**src/rtl/perf_counter_bank_pkg.sv**
```systemverilog
// Purpose : shared defaults and encodings for the performance counter bank.
// Latency : n/a (declarations only).
// Backpressure: n/a.
package perf_counter_bank_pkg;

  // Default bank geometry.
  localparam int DEF_CHAN_CNT = 4;
  localparam int DEF_CNT_BIT  = 32;
  localparam int DEF_SEL_BIT  = 4;

  // Saturate-mode encoding for the Saturate parameter.
  localparam int SAT_WRAP = 0;  // count wraps to 0 at max
  localparam int SAT_HOLD = 1;  // count holds at max

  // Readout channel indices used by the top-level display mux.
  typedef enum logic [3:0] {
    RD_CYC = 4'd0,  // cycles
    RD_JMP = 4'd1,  // jumps
    RD_BCH = 4'd2,  // branches
    RD_BED = 4'd3   // taken branches
  } rd_chan_e;

endpackage

```
**src/rtl/perf_counter_bank_if.sv**
```systemverilog
// Purpose : control/readout bundle of the performance counter bank.
// Latency : n/a (wires only).
// Backpressure: none; the bank accepts every strobe in the cycle it is presented.
// Ports   : master drives en/inc/clr/snap/rd_sel/rd_live and observes rd_data/ovf/hit;
//           slave is the bank side.
interface perf_counter_bank_if
  import perf_counter_bank_pkg::*;
#(
  parameter int ChanCnt = DEF_CHAN_CNT,
  parameter int CntBit  = DEF_CNT_BIT,
  parameter int SelBit  = DEF_SEL_BIT
);
  logic               en;
  logic [ChanCnt-1:0] inc;
  logic               clr;
  logic               snap;
  logic [SelBit-1:0]  rd_sel;
  logic               rd_live;
  logic [CntBit-1:0]  rd_data;
  logic [ChanCnt-1:0] ovf;
  logic [ChanCnt-1:0] hit;

  modport master (
    output en, inc, clr, snap, rd_sel, rd_live,
    input  rd_data, ovf, hit
  );

  modport slave (
    input  en, inc, clr, snap, rd_sel, rd_live,
    output rd_data, ovf, hit
  );
endinterface

```
**src/rtl/perf_counter_bank_cell.sv**
```systemverilog
// Purpose : one counter channel: count, snapshot, sticky overflow, threshold hit pulse.
// Latency : all outputs registered, updated on the edge that samples the strobes.
// Backpressure: none; an increment is taken every cycle en && inc is high.
// Ports   : clk/rst, en/inc/clr/snap strobes in; cnt, snapshot, ovf, hit out.
module perf_counter_cell
  import perf_counter_bank_pkg::*;
#(
  parameter int CntBit    = DEF_CNT_BIT,
  parameter int Saturate  = SAT_WRAP,
  parameter int Threshold = 0
) (
  input  logic              clk,
  input  logic              rst,
  input  logic              en,
  input  logic              inc,
  input  logic              clr,
  input  logic              snap,
  output logic [CntBit-1:0] cnt,
  output logic [CntBit-1:0] snapshot,
  output logic              ovf,
  output logic              hit
);

  localparam bit              HOLD = (Saturate == SAT_HOLD);
  localparam logic [CntBit-1:0] THR = CntBit'(Threshold);

  logic              at_max;
  logic [CntBit-1:0] cnt_inc;
  logic [CntBit-1:0] cnt_step;
  logic              hit_step;

  always_comb begin
    at_max   = &cnt;
    cnt_inc  = cnt + CntBit'(1);
    cnt_step = cnt_inc;
    if (at_max && HOLD) begin
      cnt_step = cnt;
    end
    // A hit needs the value to actually change into THR; at max the value
    // either wraps to 0 (never a live threshold) or holds (no re-fire).
    hit_step = (Threshold != 0) && !at_max && (cnt_inc == THR);
  end

  always_ff @(posedge clk) begin
    if (rst) begin
      cnt      <= '0;
      snapshot <= '0;
      ovf      <= 1'b0;
      hit      <= 1'b0;
    end else begin
      // Snapshot sees the value registered at the start of the cycle,
      // independent of any clear or increment landing on the same edge.
      if (snap) begin
        snapshot <= cnt;
      end
      if (clr) begin
        cnt <= '0;
        ovf <= 1'b0;
        hit <= 1'b0;
      end else if (en && inc) begin
        cnt <= cnt_step;
        hit <= hit_step;
        if (at_max) begin
          ovf <= 1'b1;
        end
      end else begin
        hit <= 1'b0;
      end
    end
  end

endmodule

```
**src/rtl/perf_counter_bank.sv**
```systemverilog
// Purpose : bank of ChanCnt event counters with snapshot and selectable registered readout.
// Latency : rd_data one cycle after rd_sel/rd_live; ovf/hit registered in the cells.
// Backpressure: none; strobes are consumed every cycle, readout is free-running.
// Ports   : clk/rst plain; bus (slave) carries en/inc/clr/snap/rd_sel/rd_live in and
//           rd_data/ovf/hit out.
module perf_counter_bank
  import perf_counter_bank_pkg::*;
#(
  parameter int ChanCnt   = DEF_CHAN_CNT,
  parameter int CntBit    = DEF_CNT_BIT,
  parameter int SelBit    = DEF_SEL_BIT,
  parameter int Saturate  = SAT_WRAP,
  parameter int Threshold = 0
) (
  input  logic                 clk,
  input  logic                 rst,
  perf_counter_bank_if.slave   bus
);

  logic [CntBit-1:0]  cnt_arr  [ChanCnt];
  logic [CntBit-1:0]  snap_arr [ChanCnt];
  logic [ChanCnt-1:0] ovf_vec;
  logic [ChanCnt-1:0] hit_vec;
  logic [CntBit-1:0]  rd_mux;

  for (genvar g = 0; g < ChanCnt; g++) begin : g_cell
    perf_counter_cell #(
      .CntBit    (CntBit),
      .Saturate  (Saturate),
      .Threshold (Threshold)
    ) u_cell (
      .clk      (clk),
      .rst      (rst),
      .en       (bus.en),
      .inc      (bus.inc[g]),
      .clr      (bus.clr),
      .snap     (bus.snap),
      .cnt      (cnt_arr[g]),
      .snapshot (snap_arr[g]),
      .ovf      (ovf_vec[g]),
      .hit      (hit_vec[g])
    );
  end

  assign bus.ovf = ovf_vec;
  assign bus.hit = hit_vec;

  // Selects beyond the populated channels fall through to 0.
  always_comb begin
    rd_mux = '0;
    for (int i = 0; i < ChanCnt; i++) begin
      if (bus.rd_sel == SelBit'(i)) begin
        rd_mux = bus.rd_live ? cnt_arr[i] : snap_arr[i];
      end
    end
  end

  always_ff @(posedge clk) begin
    if (rst) begin
      bus.rd_data <= '0;
    end else begin
      bus.rd_data <= rd_mux;
    end
  end

endmodule

```
**src/flat_wrapper.sv**
```systemverilog
// flat-port wrapper written by rule: the top's interface ports become plain ports
module perf_counter_bank_flat import perf_counter_bank_pkg::*;
#(
  parameter int ChanCnt   = DEF_CHAN_CNT,
  parameter int CntBit    = DEF_CNT_BIT,
  parameter int SelBit    = DEF_SEL_BIT,
  parameter int Saturate  = SAT_WRAP,
  parameter int Threshold = 0
)
  (clk, rst, bus_en, bus_inc, bus_clr, bus_snap, bus_rd_sel, bus_rd_live, bus_rd_data, bus_ovf, bus_hit);
  perf_counter_bank_if #(.ChanCnt(ChanCnt), .CntBit(CntBit), .SelBit(SelBit)) bus_i ();
  input  logic clk;
  input  logic rst;
  input wire logic [$bits(bus_i.en)-1:0] bus_en;
  input wire logic [$bits(bus_i.inc)-1:0] bus_inc;
  input wire logic [$bits(bus_i.clr)-1:0] bus_clr;
  input wire logic [$bits(bus_i.snap)-1:0] bus_snap;
  input wire logic [$bits(bus_i.rd_sel)-1:0] bus_rd_sel;
  input wire logic [$bits(bus_i.rd_live)-1:0] bus_rd_live;
  output wire logic [$bits(bus_i.rd_data)-1:0] bus_rd_data;
  output wire logic [$bits(bus_i.ovf)-1:0] bus_ovf;
  output wire logic [$bits(bus_i.hit)-1:0] bus_hit;
  assign bus_i.en = bus_en;
  assign bus_i.inc = bus_inc;
  assign bus_i.clr = bus_clr;
  assign bus_i.snap = bus_snap;
  assign bus_i.rd_sel = bus_rd_sel;
  assign bus_i.rd_live = bus_rd_live;
  assign bus_rd_data = bus_i.rd_data;
  assign bus_ovf = bus_i.ovf;
  assign bus_hit = bus_i.hit;
  perf_counter_bank #(.ChanCnt(ChanCnt), .CntBit(CntBit), .SelBit(SelBit), .Saturate(Saturate), .Threshold(Threshold)) u_core (.clk(clk), .rst(rst), .bus(bus_i));
endmodule
```
**config.mk**
```make
export PLATFORM = sky130hd
export DESIGN_NAME = perf_counter_bank_flat
export DESIGN_NICKNAME = d
export VERILOG_FILES = /design/src/rtl/perf_counter_bank_pkg.sv /design/src/rtl/perf_counter_bank_if.sv /design/src/rtl/perf_counter_bank_cell.sv /design/src/rtl/perf_counter_bank.sv /design/src/flat_wrapper.sv
export SDC_FILE = /design/constraint.sdc
export NUM_CORES = 1
export LEC_CHECK = 0
export ABC_AREA = 0
export BUFFER_PORTS_ARGS = -buffer_cell sky130_fd_sc_hd__buf_4
export CORE_MARGIN = 4
export CORE_UTILIZATION = 67
export DETAILED_ROUTE_END_ITERATION = 8
export GPL_ROUTABILITY_DRIVEN = 0
export PLACE_DENSITY = 0.94
export SYNTH_ARGS = -nofsm -noshare
export SYNTH_HDL_FRONTEND = slang
export SYNTH_SLANG_ARGS = --single-unit
```
**constraint.sdc**
```tcl
create_clock -name clk -period 4.9 [get_ports clk]
set_input_delay 0.98 -clock clk [delete_from_list [all_inputs] [get_ports clk]]
set_output_delay 0.98 -clock clk [all_outputs]
set_load 0.005 [all_outputs]
```
After elaboration in Yosys (flattened, before gate mapping)
Cells that the tools add are included.

Register bits after elaboration: 292. Logic and storage cells: 38. Output and inout bits: 40.

Reduce and logical (&&, ||, !) cells: 10. Eq/ne operators: 3. Add/sub/neg operators: 4. Mux-type cells: 8.

Operators by type and width (number): two-way mux 32 bit (8); AND reduction 33 bit (4); adder 32 x 1 -> 32 bit, second input constant (4); == test 4 x 2 -> 1 bit, second input constant (2); == test 4 x 1 -> 1 bit, second input constant (1); logical AND 1 bit (4); logical NOT 4 bit (1); OR reduction 2 bit (1).

Logic depth before layout (Yosys ltp)
Gate-level depths: netlist of run 1.

Depth after elaboration: 5. Mapped depth: 7.

Modules after synthesis
From an unflattened synthesis of run 1, not the netlist that was laid out.

Cell total of the unflattened synthesis: 1438. Area, all modules: 13624.3 um2.

Modules (own cells, without submodules): perf_counter_cell (times used 4, area an instance 2663.8 um2, cells an instance 280, seq. area each 1301.2 um2); perf_counter_bank (times used 1, area an instance 2969.1 um2, cells an instance 318, seq. area each 640.6 um2).

Worst setup path before layout of run 1
OpenSTA, ideal clock, no wires.

Kind: input to register. Start: input port bus_en. End: register u_core.g_cell[0].u_cell.cnt[23]. Setup slack: 2.355 ns. Setup time: 0.070 ns. Data arrival time: 2.474 ns. Cell stages on the path: 6. Buffers on the path: 2. Cell sequence: buf_6 and4_4 or4b_1 buf_2 or4_1 a21oi_1.

Word-level cells in the longest chain between the ends: 1.

Ends and longest elaborated chain: start, declared (line flat_wrapper.sv:14) `input wire logic [$bits(bus_i.en)-1:0] bus_en;`; logical AND 1 bit (line perf_counter_bank_cell.sv:60) `end else if (en && inc) begin`; end signal, assigned (line perf_counter_bank_cell.sv:61) `cnt <= cnt_step;`; end, declared (line perf_counter_bank_cell.sv:18) `output logic [CntBit-1:0] cnt,`.

Every way passes these cells. A chain may end at the register's enable or synchronous reset.

Worst setup path in the final report of run 1
Start: input port rst. End: register u_core.g_cell[0].u_cell.cnt[28].

Word-level cells in the longest chain between the ends: 1.

Ends and longest elaborated chain: start, declared (line flat_wrapper.sv:13) `input logic rst;`; OR reduction 2 bit (no line).

Every way passes these cells.

==> results.cfg, run 1 <==
[clock_tree]
cts-root-buf = clkbuf_16
ctsHtreeMaxLevel = 1
cts.clk_slew.worst_paths_ps = 60
cts_hold_buf = 0
post_cts_buffers = 0
tritoncts = done
clock-sinks = 292
ctsLongestPathBuffers = 3
numCtsBuffers = 28
cts_resized = 0
clk_latency_ps = 550

[global_routing]
grt_pass1_wl_um = 59330
antenna_found_initial = 0
grt_pass1_vias = 11763
grt_max_degree = 124
grt_overflow = 0
grt_usage = 0.3010

[synth]
synthSimpleGateAreaFrac = 0.2035
synthTopCellsByArea = dfxtp_1, mux2i_1, mux2_2, nor2_1, a211oi_1
synthDistinctLibCells = 44
synth-main-ff-cell = dfxtp_1
synth-compound-area-share = 0.1308
synth.mux.area_fraction = 0.1725
async_flop_share = 0
yosys_warnings = 0
synthAdderAreaFrac = 0.003579
avgSynthCellArea_sq_um = 8.993
postSynthCellCount = 1555
synth_xor_area_frac = 0.02693
synth_edf_count = 0
yosysMostFrequentCell = dfxtp_1
yosysSeqAreaShare = 0.4180
synth_common_cells = dfxtp_1, nor2_1, mux2i_1
synth_top_family_by_area = simple AND/OR/NAND/NOR gates
synth_top_cell_by_area = dfxtp_1
synth_top_area_frac = 0.4180
synth-seq-cells = 292
synthesis.area_sq_mm = 0.01398

[route]
avgViaCountPerCell = 6.769
routedWlPerCell_um = 20.34
wl_um = 36600
drtAntennaViolNets = 0
num_vias = 12177
first_iter_violations = 1273
first_pass_iters = 8
drcViolationCount = 0

[sta]
finClkSkew_ps = 16.78
whs_ps = 470.0
slew_violations = 0
setup_tns_ps = 0
period_share = 0.5509
setup_ws_ps = 2201
finalSetupViolations = 0
rsz0062_at_grt = false
min_period_ps = 2699
max_freq_mhz = 370.5
hold_violations = 0
tightest_slew_ps = 1155
maxSlewHeadroom = 0.2301

[power]
ir_drop_uv = 321.7
power_density_mw_per_mm2 = 318.3
leakagePower_nw = 5.638
power_mw = 4.831

[die]
die_h_um = 152.5
core_region_area_sq_mm = 0.02036
start_util = 0.6867
chipWidth_um = 152.5
pin_count = 54
rows = 52
die_area_sq_mm = 0.02325

[layout]
fillers = 1281
multi_input_area_sq_mm = 0.007551
antenna_cells = 0
layout-drive-gt1-share = 0.1158
seqCellArea_sq_mm = 0.005846
syn2layout_area_growth_pct = 8.517
nets = 1529
stdcell_count = 1799

[worst_setup_path]
start_kind = input pin
cp.arrival_ps = 3120
end_kind = flop
critPathKind = input pin to flop
required_ps = 5320
cp_max_fo = 100

[hold_path]
hp-class = flop to flop

[place]
dp_worst_setup_slack_ps = 1731
io_buffers = 49
hpwl_um = 22420
dp_cells = 1751

[status]
status = finished clean

[run]
drv_cap = 0
metal layers:
layer | vias to the layer above | global-route usage | share of wire
met5 | - | 0 | 0
met4 | 0 | 0.1566 | 0.055
met3 | 146 | 0.04317 | 0.072
met2 | 611 | 0.5112 | 0.49
met1 | 5846 | 0.3732 | 0.38
li1 | 5574 | - | -
where the power goes:
group	internal [mW]	switching [mW]	total, mW
registers	2.38	0.00638	2.39
logic	0.0775	0.148	0.225
clock network	1.29	0.921	2.22
total	3.76	1.08	4.83
layout make-up:
type | instances | area share
Inverter | 12 | 0.002968
Sequential cell | 292 | 0.3852
Timing Repair Buffer | 59 | 0.03051
Multi-Input combinational cell | 1118 | 0.4976
Clock buffer | 39 | 0.05285
Tap cell | 270 | 0.02226
Clock inverter | 9 | 0.008657
registers in the layout (all words and copies together) (netlist names):
signal and count:
u_core.g_cell.u_cell.ovf 4, u_core.g_cell.u_cell.cnt 128, u_core.g_cell.u_cell.snapshot 128, u_core.bus.rd_data 32
cells by family (layout without fill, tap and decap cells):
| group | count (synthesis) | after routing |
|---|---|---|
| compound gates | 279 | 279 |
| xor+xnor | 43 | 43 |
| fa+ha+maj | 4 | 4 |
| buf+inv | 148 | 119 |
| flops | 292 | 292 |
| mux | 233 | 233 |
| other cells | 1 | 4 |
| simple gates | 555 | 555 |
critical path, stage by stage:
cell and delay [ps]:
buf_4 780, or2_4 750, buf_4 460, a21oi_1 80
cell usage in the layout, fill, tap and decap left out, types with 2 or more instances in the layout:
master,netlist,layout
nor2b_1,32,32
buf_4,9,56
o21ai_0,60,60
and3_1,9,9
clkinv_2,0,5
clkbuf_8,0,6
nor3_1,9,8
xor2_1,26,26
o31ai_1,35,35
mux2_2,64,64
inv_1,12,12
conb_1,1,4
dfxtp_1,292,292
a41o_1,8,8
and4_1,23,23
clkbuf_16,0,28
and2_1,9,9
nor4_1,12,12
clkbuf_1,92,5
nand3_1,53,52
bufinv_16,0,3
xnor2_1,17,17
nand4_1,39,39
a21oi_1,67,67
mux2i_1,169,169
buf_6,2,2
a22o_1,32,32
or3_1,36,36
a211oi_1,64,64
nand4_2,4,4
a31oi_1,8,8
nand2_1,96,96
o21a_1,3,3
ha_1,4,4
or4_1,42,42
nor2_1,184,183
worst paths after layout:
| kind | from | cells past startpoint | slack [ps] | to |
|---|---|---|---|---|
| setup / recovery | rst | 4 | 2200 | u_core.g_cell[0].u_cell.cnt[28] |
| hold / removal | u_core.g_cell[0].u_cell.ovf | 1 | 470 | u_core.g_cell[0].u_cell.ovf |
| setup reg to reg | u_core.g_cell[1].u_cell.cnt[1] | 5 | 2280 | u_core.g_cell[1].u_cell.cnt[26] |
| hold reg to reg | u_core.g_cell[0].u_cell.ovf | 1 | 470 | u_core.g_cell[0].u_cell.ovf |
metrics by stage:
step	area [sq um]	utilization
floorplan	14000	-
global placement	14240	0.6994
detailed placement	14240	0.6994
CTS	15180	0.7452
global route	15180	0.7452
finish	15180	0.7452
(Power assumes the default switching activity.)
==> inputs of run 2 (changes only) <==
- CORE_UTILIZATION: 67 -> 62
- PLACE_DENSITY: 0.94 -> 0.89
- clock period: 4.9 -> 2.7 ns (I/O delays scaled with it)
==> run 2 against run 1 <==
Setup slack got worse by 1900 ps. Critical path depth unchanged. Flip-flop and latch count unchanged. First-iteration DRC count decreased by 15%. Combinational power increased by 90%. Cell area increased by 1.4%. Clock power increased by 76%.
==> results.cfg, run 2 (synthesis gave the netlist of run 1 again) <==
[status]
status = finished clean

[route]
avgViaCountPerCell = 6.562
drcViolationCount = 0
first_iter_violations = 1086
num_vias = 12001
first_pass_iters = 6
routedWlPerCell_um = 19.27
wl_um = 35240
drtAntennaViolNets = 0

[layout]
final_common_cell = dfxtp_1
antenna_cells = 0
nets = 1546
final_cell_mix = dfxtp_1, nor2_1, mux2i_1
layout-drive-gt1-share = 0.1246
syn2layout_area_growth_pct = 10.08
fillers = 1540
top_regs = u_core.g_cell.u_cell.cnt x128, u_core.g_cell.u_cell.snapshot x128, u_core.bus.rd_data x32

[run]
drv_cap = 0

[global_routing]
grt_usage = 0.2752
grt_overflow = 0
grt_pass1_vias = 11470
grt_max_degree = 169
grt_pass1_wl_um = 57330
antenna_found_initial = 0

[sta]
hold_violations = 0
whs_ps = 301.4
finalSetupViolations = 0
slew_violations = 0
tightest_slew_ps = 857.8
setup_tns_ps = 0
period_share = 0.8936
max_freq_mhz = 414.5
rsz0062_at_grt = false
finClkSkew_ps = 11.35
min_period_ps = 2413
maxSlewHeadroom = 0.4228

[clock_tree]
numCtsBuffers = 28
ctsLongestPathBuffers = 3
cts_hold_buf = 0
cts-root-buf = clkbuf_16
clk_latency_ps = 550
ctsHtreeMaxLevel = 1
cts.clk_slew.worst_paths_ps = 60
post_cts_buffers = 0
clock-sinks = 292
cts_resized = 0
tritoncts = done

[worst_setup_path]
critPathKind = flop to flop
cp_max_fo = 15
cp.arrival_ps = 2880
start_kind = flop
required_ps = 3160
end_kind = flop

[power]
ir_drop_uv = 536.7
power_mw = 8.671
power_density_mw_per_mm2 = 563.2
leakagePower_nw = 5.743

[die]
chipWidth_um = 158.2
pin_count = 54
die_area_sq_mm = 0.02502
die_h_um = 158.2
start_util = 0.6349
rows = 54
core_region_area_sq_mm = 0.02203

[place]
io_buffers = 49
hpwl_um = 22800

[hold_path]
hp-class = input pin to flop
-- run 2: power breakdown --
part	total [mW]	switching, mW	internal [mW]
combinational	0.427	0.269	0.158
clock	3.91	1.66	2.25
sequential	4.33	0.00941	4.33
-- run 2: final cells by class --
cell class	instances	area, sq um	share of cell area
Sequential cell	292	5846	0.3797
Tap cell	280	350.3	0.02276
Timing Repair Buffer	76	690.7	0.04486
Clock buffer	42	803.3	0.05218
Inverter	12	45.04	0.002926
Multi-Input combinational cell	1118	7551	0.4905
Clock inverter	9	108.9	0.007071
-- run 2: path summary, 6_finish.rpt --
path / from / to / slack [ps] / cells after the start
worst max register to register: u_core.g_cell[3].u_cell.cnt[3] / u_core.g_cell[3].u_cell.cnt[23] / 290 / 4
worst min register to register: u_core.g_cell[2].u_cell.ovf / u_core.g_cell[2].u_cell.ovf / 460 / 2
worst max-delay path: u_core.g_cell[3].u_cell.cnt[3] / u_core.g_cell[3].u_cell.cnt[23] / 290 / 4
worst min-delay path: bus_inc[1] / u_core.g_cell[1].u_cell.cnt[1] / 300 / 3
-- run 2: layer usage --
metal,share of wire,up-vias,global-route usage
met3,0.063,122,0.03636
met5,0,-,0
met4,0.048,0,0.1149
met1,0.41,5757,0.3592
li1,-,5595,-
met2,0.48,527,0.4609
-- run 2: metrics by stage --
step | utilization | instances | area [sq um] | setup slack (ps)
2_1_floorplan | - | 1558 | 14000 | 595.2
3_3_place_gp | 0.6575 | 1778 | 14480 | 243.1
3_5_place_dp | 0.6575 | 1778 | 14480 | 172.6
4_1_cts | 0.6989 | 1829 | 15390 | 304.3
5_1_grt | 0.6989 | 1829 | 15390 | 174.4
6_report | 0.6989 | 1829 | 15390 | 287.4
-- run 2: worst max-delay path, cell delays in order (launching register included) --
cell	delay, ps
dfxtp_1	470
nand4_2	240
or4_1	820
or4_1	600
a21oi_1	190
==> inputs of run 3 (changes only) <==
- RECOVER_POWER: not set -> 50
==> run 3 against run 2 <==
The run now ends with max-capacitance violations, max-slew violations left. Count of clock-buffer cells in the layout did not move. Hold slack gained 1.5 ps. Clock power is essentially flat. Register-to-register slack about the same. Highest routed layer unchanged. Non-clock buffer count unchanged. Largest cell class unchanged. Global-route usage stayed put. Wire length fell by 0.33%. Clock skew shrank 0.72 ps. Maximum frequency shrank 0.54%. Critical path depth is the same. Cell count is the same.
==> results.cfg, run 3 (synthesis gave the netlist of run 1 again) <==
[status]
status = finished with violations
violations = max-capacitance violations, max-slew violations

[clock_tree]
tritoncts = done
clk_latency_ps = 550
ctsLongestPathBuffers = 3
clock-sinks = 292
cts-root-buf = clkbuf_16
cts_resized = 0
cts_hold_buf = 0
post_cts_buffers = 0
cts.clk_slew.worst_paths_ps = 60
numCtsBuffers = 28
ctsHtreeMaxLevel = 1

[worst_setup_path]
crit_path_frequent_cell = or4_1
rrSetupSlack_ps = 270
r2r_cells = 4
cp.arrival_ps = 2880
slowest_stage = or4_1
crit_path_max_incr_delay_ps = 820
start_kind = flop
end_kind = flop
crit_start = u_core.g_cell[3].u_cell.cnt[3]
crit_chain = nand4_2, or4_1, or4_1, a21oi_1
required_ps = 3160
cp_max_fo = 15
reg2reg_from = u_core.g_cell[3].u_cell.cnt[3]
critPathCapture = u_core.g_cell[3].u_cell.cnt[23]
critPathKind = flop to flop
r2r_end = u_core.g_cell[3].u_cell.cnt[23]

[die]
die_area_sq_mm = 0.02502
start_util = 0.6349
rows = 54
die_h_um = 158.2
core_region_area_sq_mm = 0.02203
chipWidth_um = 158.2
pin_count = 54

[route]
drcViolationCount = 0
first_pass_iters = 5
first_iter_violations = 1095
wl_um = 35120
routedWlPerCell_um = 19.20
avgViaCountPerCell = 6.539
num_vias = 11959
drtAntennaViolNets = 0

[sta]
period_share = 0.8985
finalSetupViolations = 0
setup_ws_ps = 274.2
setup_tns_ps = 0
tightest_slew_ps = 1918
min_period_ps = 2426
slew_violations = 169
hold_violations = 0
max_freq_mhz = 412.2
finClkSkew_ps = 10.63
maxSlewHeadroom = -0.2787
rsz0062_at_grt = false

[global_routing]
grt_max_degree = 169
antenna_found_initial = 0
grt_overflow = 0
grt_pass1_vias = 11470
grt_usage = 0.2752
grt_pass1_wl_um = 57330

[power]
power_density_mw_per_mm2 = 564.4
ir_drop_uv = 535.9
leakagePower_nw = 5.713

[layout]
nets = 1546
final_common_cell = dfxtp_1
fin_util = 0.6963
antenna_cells = 0
final_cell_mix = dfxtp_1, nor2_1, mux2i_1
layout-drive-gt1-share = 0.1220
syn2layout_area_growth_pct = 9.663
top_regs = u_core.g_cell.u_cell.cnt x128, u_core.g_cell.u_cell.snapshot x128, u_core.bus.rd_data x32
fillers = 1549

[place]
hpwl_um = 22800
dp_worst_setup_slack_ps = 172.6
io_buffers = 49

[hold_path]
hp-class = input pin to flop

[run]
drv_cap = 1
run 3: cell types whose count changed in the layout (fill, tap and decap cells not counted), sizes merged:
cell	previous run	this run
clkbuf	42	51
buf	76	67
run 3: routing by layer:
metal / global-route usage / wire [um]
met2: 0.4609 / 16900
met1: 0.3592 / 14340
met5: 0 / 0
met4: 0.1149 / 1591
met3: 0.03636 / 2294
run 3: power breakdown:
| group | switching [mW] | internal (mW) | total [mW] |
|---|---|---|---|
| clock network | 1.66 | 2.25 | 3.90 |
| registers | 0.00941 | 4.33 | 4.34 |
| logic | 0.268 | 0.148 | 0.416 |
run 3: layout make-up:
cell class / instances / area [sq um] / share of cell area
Clock buffer: 42 / 803.3 / 0.05238
Clock inverter: 9 / 108.9 / 0.007098
Inverter: 12 / 45.04 / 0.002937
Multi-Input combinational cell: 1118 / 7548 / 0.4922
Sequential cell: 292 / 5846 / 0.3812
Tap cell: 280 / 350.3 / 0.02284
Timing Repair Buffer: 76 / 634.4 / 0.04136
run 3: through the flow:
step | power (mW) | std cells | area (sq um) | hold slack, ps
2_1_floorplan | 4.716 | 1558 | 14000 | 425.9
3_3_place_gp | 4.843 | 1778 | 14480 | 436.5
3_5_place_dp | 4.851 | 1778 | 14480 | 458.7
4_1_cts | 8.690 | 1829 | 15390 | 283.4
5_1_grt | 8.885 | 1829 | 15340 | 307.8
6_report | 8.655 | 1829 | 15340 | 302.9
run 3: how the worst min path moves through the flow:
stage | from | endpoint | cells after the start
CTS | bus_inc[1] | u_core.g_cell[1].u_cell.cnt[1] | 3
finish | bus_inc[1] | u_core.g_cell[1].u_cell.cnt[1] | 3
floorplan | u_core.g_cell[2].u_cell.ovf | u_core.g_cell[2].u_cell.ovf | 2
global route | bus_inc[1] | u_core.g_cell[1].u_cell.cnt[1] | 3
global placement | u_core.g_cell[2].u_cell.ovf | u_core.g_cell[2].u_cell.ovf | 2
detailed placement | u_core.g_cell[2].u_cell.ovf | u_core.g_cell[2].u_cell.ovf | 2
run 3: critical path: cells and delay by family (launching register included):
kind             cells  cell delay, ps
AND/OR/NAND/NOR      3            1660
flip-flops           1             480
AO/OA/AOI/OAI        1             190
